### src/rtl/coin_acceptor.sv
// coin_acceptor: synchronises, debounces and edge-detects three coin sensors, then feeds
// single-cycle coin codes to the vending FSM. Define COIN_TOTAL_EN to add the `credit` total.
module coin_acceptor #(
  parameter int unsigned DEB_CYCLES = 4,
  parameter int unsigned GAP_CYCLES = 2
) (
  input  logic       clk,
  input  logic       reset,
  input  logic       coin1_raw,
  input  logic       coin2_raw,
  input  logic       coin5_raw,
  input  logic       lock,
  output logic [2:0] x,
  output logic       reject,
  output logic       overflow
`ifdef COIN_TOTAL_EN
  ,
  output logic [7:0] credit
`endif
);

  localparam logic [1:0] IDLE = 2'd0;
  localparam logic [1:0] EMIT = 2'd1;
  localparam logic [1:0] GAP  = 2'd2;

  localparam logic [7:0] DEB_MAX  = 8'(DEB_CYCLES);
  localparam logic [3:0] GAP_LOAD = 4'(GAP_CYCLES - 1);

  // Line index 0 = 1-unit, 1 = 2-unit, 2 = 5-unit coin.
  logic [2:0]      raw_in;
  logic [2:0]      sync1_q, sync1_d;
  logic [2:0]      sync2_q, sync2_d;
  logic [2:0]      deb_q, deb_d;
  logic [2:0][7:0] cnt_q, cnt_d;
  logic [2:0]      event_q, event_d;
  logic [2:0]      flag_q, flag_d;
  logic [2:0]      clear;
  logic [2:0]      accept;
  logic [1:0]      state_q, state_d;
  logic [3:0]      gap_q, gap_d;
  logic [2:0]      x_q, x_d;
  logic            reject_q, reject_d;
  logic            overflow_q, overflow_d;

  assign raw_in = {coin5_raw, coin2_raw, coin1_raw};

  // The debounced level flips only after the synchronised value has disagreed for DEB_CYCLES+1 edges.
  always_comb begin
    sync1_d = raw_in;
    sync2_d = sync1_q;
    deb_d   = deb_q;
    cnt_d   = cnt_q;
    for (int i = 0; i < 3; i++) begin
      if (sync2_q[i] == deb_q[i]) begin
        cnt_d[i] = 8'd0;
      end else if (cnt_q[i] == DEB_MAX) begin
        deb_d[i] = sync2_q[i];
        cnt_d[i] = 8'd0;
      end else begin
        cnt_d[i] = cnt_q[i] + 8'd1;
      end
    end
    event_d = deb_d & ~deb_q;
  end

  always_comb begin
    state_d = state_q;
    gap_d   = gap_q;
    x_d     = 3'd0;
    clear   = 3'b000;
    case (state_q)
      IDLE: begin
        if (!lock && |flag_q) begin
          if (flag_q[2]) begin
            x_d   = 3'd5;
            clear = 3'b100;
          end else if (flag_q[1]) begin
            x_d   = 3'd2;
            clear = 3'b010;
          end else begin
            x_d   = 3'd1;
            clear = 3'b001;
          end
          state_d = EMIT;
        end
      end
      EMIT: begin
        gap_d   = GAP_LOAD;
        state_d = GAP;
      end
      GAP: begin
        if (gap_q == 4'd0) begin
          state_d = IDLE;
        end else begin
          gap_d = gap_q - 4'd1;
        end
      end
      default: state_d = IDLE;
    endcase
  end

  // A coin arriving while its own flag is being emitted simply re-queues instead of overflowing.
  always_comb begin
    accept     = event_q & {3{~lock}};
    flag_d     = (flag_q & ~clear) | accept;
    overflow_d = overflow_q | (|(accept & flag_q & ~clear));
    reject_d   = lock & (|event_q);
  end

  always_ff @(posedge clk or posedge reset) begin
    if (reset) begin
      sync1_q    <= 3'b000;
      sync2_q    <= 3'b000;
      deb_q      <= 3'b000;
      cnt_q      <= '0;
      event_q    <= 3'b000;
      flag_q     <= 3'b000;
      state_q    <= IDLE;
      gap_q      <= 4'd0;
      x_q        <= 3'd0;
      reject_q   <= 1'b0;
      overflow_q <= 1'b0;
    end else begin
      sync1_q    <= sync1_d;
      sync2_q    <= sync2_d;
      deb_q      <= deb_d;
      cnt_q      <= cnt_d;
      event_q    <= event_d;
      flag_q     <= flag_d;
      state_q    <= state_d;
      gap_q      <= gap_d;
      x_q        <= x_d;
      reject_q   <= reject_d;
      overflow_q <= overflow_d;
    end
  end

  assign x        = x_q;
  assign reject   = reject_q;
  assign overflow = overflow_q;

`ifdef COIN_TOTAL_EN
  logic       lock_q;
  logic [7:0] credit_q, credit_d;
  logic [8:0] credit_sum;

  // End of vend restarts the total; a coin loaded in that same cycle still counts.
  always_comb begin
    credit_sum = {1'b0, (lock_q && !lock) ? 8'd0 : credit_q} + {6'd0, x_d};
    credit_d   = credit_sum[8] ? 8'hFF : credit_sum[7:0];
  end

  always_ff @(posedge clk or posedge reset) begin
    if (reset) begin
      lock_q   <= 1'b0;
      credit_q <= 8'd0;
    end else begin
      lock_q   <= lock;
      credit_q <= credit_d;
    end
  end

  assign credit = credit_q;
`endif

endmodule

### config.mk
export PLATFORM = sky130hd
export DESIGN_NAME = coin_acceptor
export DESIGN_NICKNAME = d
export VERILOG_FILES = /design/src/rtl/coin_acceptor.sv
export SDC_FILE = /design/constraint.sdc
export NUM_CORES = 1
export LEC_CHECK = 0
export ABC_AREA = 1
export CORE_MARGIN = 5
export CORE_UTILIZATION = 40
export DETAILED_ROUTE_END_ITERATION = 8
export GPL_ROUTABILITY_DRIVEN = 0
export SETUP_SLACK_MARGIN = 0.3
export SKIP_CTS_REPAIR_TIMING = 1
export SYNTH_ARGS = -nofsm -noshare
export SYNTH_HDL_FRONTEND = slang
export SYNTH_SLANG_ARGS = --single-unit
### constraint.sdc
create_clock -name clk -period 1.8 [get_ports clk]
set_clock_uncertainty 0.1 [all_clocks]
set_input_delay 0.18 -clock clk [delete_from_list [all_inputs] [get_ports clk]]
set_output_delay 0.18 -clock clk [all_outputs]
set_load 0.1 [all_outputs]
==> key figures, run 1 <==
Outcome
  – Outcome: finished, final reports clean

Yosys
  – #FFs+latches synth: 50
  – Synth Area in Compound Gates: ~4.4%
  – Warnings from Yosys: 0
  – Largest family of logic cells by synthesized area: simple AND/OR/NAND/NOR gates
  – Synthesized area: 2220 um2
  – Area contributors post-synth: dfrtp_1 56%, nor2_1 7.4%, inv_1 7.3%
  – Synth Area in Simple Gates: a little over a fifth
  – Gate Count Post-Synth: between 200 and 250
  – Register area share after synthesis: 56.2%
  – Synth Area in Adders: a little under 4%
  – Most frequent cell after synthesis: dfrtp_1
  – Multiplexer area fraction after synthesis: 0%
  – Xor/xnor cell area share of the yosys netlist: under 10%
  – Yosys top cell area share: around 56%
  – Syn avg cell area: approximately 9.3 um2
  – Mapped Nets: roughly 250
  – Ys flop type: dfrtp_1
  – Async SR Flop Fraction: 100%
  – Number of synthesized flops with an enable pin: 0
  – Synth area leader: dfrtp_1
  – Yosys cell types: 23
  – Top cells by count, synth: 50 x dfrtp_1, 44 x nor2_1, 43 x inv_1

Clock tree
  – Clk Tree Root Cell: clkbuf_8
  – CTS H-Tree Depth: 2
  – Clock sink count: 50
  – CTS tree: yes
  – CTS buffer count: 5
  – Clock Latency Late Sink: ~300 ps
  – Bufs on Longest Clock Path: 2
  – Clock Pin Slew Worst Setup and Hold Paths: roughly 90 ps

Critical path
  – CP Cell Sequence: inv_1, ha_1, nand2_1, o21bai_1, nor2_1
  – FF-to-FF Start: cnt_q[0]$_DFF_PP0_
  – Max FO, Critical Path: 4
  – Setup crit start kind: register
  – WS Path Type: register to register
  – Reg2Reg Depth: 5
  – Slowest cell on the critical path: dfrtp_1
  – CP delay by family, top: flip-flops
  – Req. time, crit path: around 1900 ps
  – Crit Reg-Reg Endpoint: cnt_q[0]$_DFF_PP0_
  – Crit. End Element: register
  – CP bufs+invs: 1
  – Register-to-register setup slack: 470 ps
  – Largest stage delay, worst path: approximately 410 ps
  – CP arrival: approximately 1400 ps

Floorplanning
  – Full die area: just over 7000 um2
  – Chip width: 84.6 um
  – # rows: 27
  – Initial Util: 40.9%
  – Die H: 84.6 um
  – I/O Pins: 11
  – Core area: between 5000 and 6000 um2

Routing
  – Post-route ant nets: 0
  – First-pass detailed-route iteration total: 4
  – Initial drt markers: between 40 and 50
  – Final wirelength: between 3000 and 4000 um
  – DRC Markers: 0
  – DR vias: between 1500 and 2000
  – Wire length per cell: 10.3 um
  – Vias/cell: about 4.6

STA
  – FMAX: roughly 0.75 GHz
  – Slew Limit Fails: 0
  – Period utilisation layout: approximately three quarters
  – Worst Slack Setup Final: about 470 ps
  – Final-report hold violation count: 0
  – Min Hold Slack: 124 ps
  – RSZ-0062 raised after global routing: no
  – Minimum clock period: about 1300 ps
  – Least-Margin Pin Slew: approximately 460 ps
  – Post-Route Setup TNS: 0 ps
  – Slew Limit Headroom: between 60% and 70%
  – # setup viols final: 0

Global route
  – Pin count of the biggest net entering global routing: between 50 and 60
  – GR Util All Layers: between 10% and 20%
  – Antenna violations before repair: 0
  – Number of global-route vias before repair: roughly 1500
  – First-pass GRT wire length: about 6400 um
  – Grt total ovfl: 0

Flow run
  – Max-cap violation count: 0

Cells and area
  – Antenna cells: 0
  – Share of layout cells above drive strength 1: about a tenth
  – Post-layout nets: 272
  – Area growth from synthesis to layout: 14.2%
  – Design area: ~2500 um2

Min path
  – Worst Hold Class: input pin to asynchronous set/reset pin

Power and ir drop
  – PwrDens: 1290 nW/um2
  – Peak supply drop: about 0.50 mV
  – Leakage: approximately 0.0012 uW

Placed design
  – Detailed Place HPWL: roughly 2500 um
  – Setup slack after placement: about 450 ps
  – Placement-stage cell area: ~2400 um2
  – # port buffers: 10
[worst max path at each step]
stage / start / end / slack [ps] / cells past startpoint
detailed placement: lock / flag_q[1]$_DFF_PP0_ / 450 / 5
global route: gap_q[0]$_DFFE_PP0P_ / gap_q[0]$_DFFE_PP0P_ / 320 / 7
finish: cnt_q[0]$_DFF_PP0_ / cnt_q[0]$_DFF_PP0_ / 470 / 5
floorplan: reset / cnt_q[0]$_DFF_PP0_ / 320 / 1
CTS: cnt_q[8]$_DFF_PP0_ / cnt_q[15]$_DFF_PP0_ / 470 / 7
global placement: lock / flag_q[1]$_DFF_PP0_ / 460 / 5
[power breakdown]
| part | switching, uW | internal [uW] | total (uW) |
|---|---|---|---|
| logic | 621 | 360 | 982 |
| registers | 167 | 1340 | 1510 |
| clock network | 364 | 415 | 779 |
| total | 1150 | 2110 | 3270 |
[cell families (layout without fill, tap and decap cells)]
| kind of cell | count (synthesis) | count (layout) |
|---|---|---|
| AOI/OAI and AO/OA | 16 | 16 |
| DFF | 50 | 50 |
| xor gates and xnor gates | 15 | 15 |
| and+or+nand+nor | 107 | 107 |
| buffers and inverters | 45 | 65 |
| adders and majority gates | 7 | 7 |
[area by class of cell]
type / count / area (um2)
Fill cell: 538 / 2900
Sequential cell: 50 / 1250
Multi-Input combinational cell: 145 / 805
Inverter: 45 / 169
Timing Repair Buffer: 12 / 115
Tap cell: 72 / 90.1
Clock buffer: 6 / 72.6
Clock inverter: 2 / 37.5
[metrics by stage]
stage | total power, uW | utilization (%) | cells
finish | 3270 | 46.7 | 332
global route | 3540 | 46.7 | 332
CTS | 3330 | 46.7 | 332
detailed placement | 2530 | 44.7 | 324
global placement | 2510 | 44.7 | 324
floorplan | 2290 | - | 240
[sequential cells by signal, indices dropped and copies added, names as in the netlist]
register and cells:
state_q 2, flag_q 3, cnt_q 24, x 3, overflow 1, event_q 3
sync2_q 3, gap_q 4, sync1_q 3, reject 1, deb_q 3
[layout by cell type (no fill, tap or decap), types with 2 or more instances in the layout]
master / instances
dfrtp_1: 50
inv_2: 3
nor2_2: 3
xnor2_1: 6
nor3_1: 5
o21ai_0: 5
xor2_1: 9
ha_1: 7
inv_1: 42
clkbuf_8: 5
clkdlybuf4s50_1: 5
a21oi_1: 3
nor2_1: 44
nand3_1: 12
nor3_2: 2
o22ai_1: 3
a21oi_2: 2
nand4_1: 7
nand2_1: 28
nor2_4: 2
nor4_1: 3
buf_4: 6
[tightest hold or removal path, stage by stage]
cell and delay [ps]:
clkdlybuf4s50_1 410, inv_2 70, buf_12 250
[per-layer routing]
metal  track usage [%]  wire [um]
met5                 0          0
met3              3.93        116
met1              14.0       1630
met4              4.32         38
met2              17.4       1630
Power figures use the tool's default switching activity.
==> run 2: changes to the inputs <==
clock period = 1.3 ns   (was 1.8 ns; I/O delays follow)
==> key figures, run 2 (synthesis gave the netlist of run 1 again) <==
Clock tree
  – CTS H-Tree Depth: 2 (unchanged)
  – CTS buffer count: 5 (unchanged)
  – Clk Tree Root Cell: clkbuf_8
  – Bufs on Longest Clock Path: 2 (unchanged)
  – Clock Pin Slew Worst Setup and Hold Paths: 80 ps (about the same)
  – CTS tree: yes
  – Clock sink count: 50 (unchanged)
  – Clock Latency Late Sink: 300 ps (about the same)

Cells and area
  – Regs by FF count: cnt_q x24, gap_q x4
  – Share of layout cells above drive strength 1: 41.1% (+31 points)
  – Max FFs per register: 24 (unchanged)
  – Final cell count without fillers: 354 (+6.6%)
  – Layout filler cell count: 471 (-12%)
  – Biggest register: cnt_q
  – Most frequent cells in the layout: 39 x dfrtp_1, 31 x inv_1, 29 x nor2_1
  – Most common cell after layout, fill and taps aside: dfrtp_1
  – Finished Core Util: 57.3% (+11 points)
  – Area growth from synthesis to layout: 40.2%
  – Post-layout nets: 295 (+8.5%)
  – Antenna cells: 0 (unchanged)

Critical path
  – Crit. End Element: register
  – WS Path Type: register to register
  – Req. time, crit path: 1390 ps (-480 ps)
  – Max FO, Critical Path: 4 (unchanged)
  – CP arrival: 1370 ps (-30 ps)
  – Setup crit start kind: register

Global route
  – First-pass GRT wire length: 6350 um (-1.1%)
  – GR Util All Layers: 11.0% (-0.13 points)
  – Antenna violations before repair: 0 (unchanged)
  – Grt total ovfl: 0 (unchanged)
  – Number of global-route vias before repair: 1475 (-1.5%)
  – Pin count of the biggest net entering global routing: 51 (unchanged)

Flow run
  – Max-cap violation count: 0 (unchanged)

Placed design
  – Detailed Place HPWL: 2650 um (+5.1%)
  – Placed cells: 328 (+1.2%)
  – Setup slack after placement: 29.5 ps (-424 ps)
  – # port buffers: 10 (unchanged)

Min path
  – Worst Hold Class: input pin to asynchronous set/reset pin

Floorplanning
  – Die H: 84.6 um (unchanged)
  – Core area: 5440 um2 (unchanged)
  – Initial Util: 40.9% (unchanged)
  – Full die area: 7150 um2 (unchanged)
  – I/O Pins: 11 (unchanged)
  – # rows: 27 (unchanged)
  – Chip width: 84.6 um (unchanged)

Power and ir drop
  – Switching share of power: 36.4% (+1.2 points)
  – Peak supply drop: 0.677 mV (+35%)
  – Sw power: 2040 uW (+77%)
  – Clock Power Share: 19.6% (-4.2 points)
  – PwrDens: 1790 nW/um2 (+39%)
  – Final Total Pwr: 5600 uW (+71%)
  – Internal power: 3560 uW (+68%)
  – Leakage: 0.00140 uW (+16%)
  – Sequential share of power: 39.4% (-6.7 points)
  – Part of the power in combinational logic: 40.9% (+11 points)

STA
  – FMAX: 0.785 GHz (+4.3%)
  – Worst Slack Setup Final: 25.4 ps (-445 ps)
  – RSZ-0062 raised after global routing: yes
  – Period utilisation layout: 98.0% (+24 points)
  – Final-report hold violation count: 0 (unchanged)
  – Slew Limit Fails: 0 (unchanged)
  – Slew Limit Headroom: 82.3% (+13 points)
  – Least-Margin Pin Slew: 265 ps (-190 ps)
  – Minimum clock period: 1270 ps (-54.5 ps)
  – # setup viols final: 0 (unchanged)

Routing
  – Vias/cell: 4.61 (+1.2%)
  – Wire length per cell: 11.9 um (+16%)
  – DR vias: 1633 (+7.9%)
  – Final wirelength: 4220 um (+23%)
  – First-pass detailed-route iteration total: 4 (unchanged)
  – DRC Markers: 0 (unchanged)
  – Post-route ant nets: 0 (unchanged)
  – Initial drt markers: 38 (-12%)

Outcome
  – Outcome: finished, final reports clean
==> run 2: area by class of cell <==
class,count,area (um2),area share [%]
Multi-Input combinational cell,145,1110,35.5
Clock buffer,6,82.6,2.65
Clock inverter,1,30.0,0.963
Inverter,45,173,5.54
Sequential cell,50,1260,40.6
Timing Repair Buffer,35,373,12.0
Tap cell,72,90.1,2.89
==> run 2: metrics by stage <==
step / hold WS, ps / TNS (ps) / cell area (um2)
after floorplan: 61.4 / 0 / 2340
after global placement: 234 / 0 / 2630
after detailed placement: 235 / 0 / 2630
after CTS: 134 / 0 / 2750
after global routing: 151 / -398 / 3120
final: 132 / 0 / 3120
==> run 2: critical path, stage by stage, from the launching register on <==
cell      delay [ps]
dfrtp_1          400
inv_2             90
nand4_1          170
buf_4            190
o21bai_4         150
nor2_1            60
==> run 2: power groups by stage <==
stage | Sequential, uW | Clock, uW | Combinational (uW)
floorplan | 2250 | 0 | 1120
global placement | 2160 | 0 | 1600
detailed placement | 2160 | 0 | 1620
CTS | 2140 | 1150 | 1630
global route | 2250 | 1210 | 2520
finish | 2210 | 1100 | 2290
==> run 2: per-layer routing <==
layer | track usage (%) | share of wire [%] | up-vias
li1 | - | - | 830
met3 | 2.94 | 2.2 | 4
met4 | 4.32 | 0.88 | 0
met5 | 0 | 0 | -
met1 | 13.8 | 44 | 783
met2 | 17.9 | 53 | 16
==> run 2: worst paths after layout <==
check                      slack (ps)                  from                    to  cells after the start
min in group clk                  160             coin2_raw  sync1_q[1]$_DFF_PP0_                      1
setup / recovery                   30    cnt_q[5]$_DFF_PP0_    cnt_q[0]$_DFF_PP0_                      5
setup reg to reg                   30    cnt_q[5]$_DFF_PP0_    cnt_q[0]$_DFF_PP0_                      5
max in group asynchronous         720                 reset    cnt_q[3]$_DFF_PP0_                      3
hold / removal                    130                 reset  sync1_q[2]$_DFF_PP0_                      3
hold reg to reg                   250  sync1_q[2]$_DFF_PP0_  sync2_q[2]$_DFF_PP0_                      0
==> run 3: changes to the inputs <==
CAP_MARGIN = 10   (was unset)
CTS_CLUSTER_DIAMETER = 30   (was unset)
==> results of run 3 <==
Same layout as run 2: the final DEF is identical, and so are final timing and power.
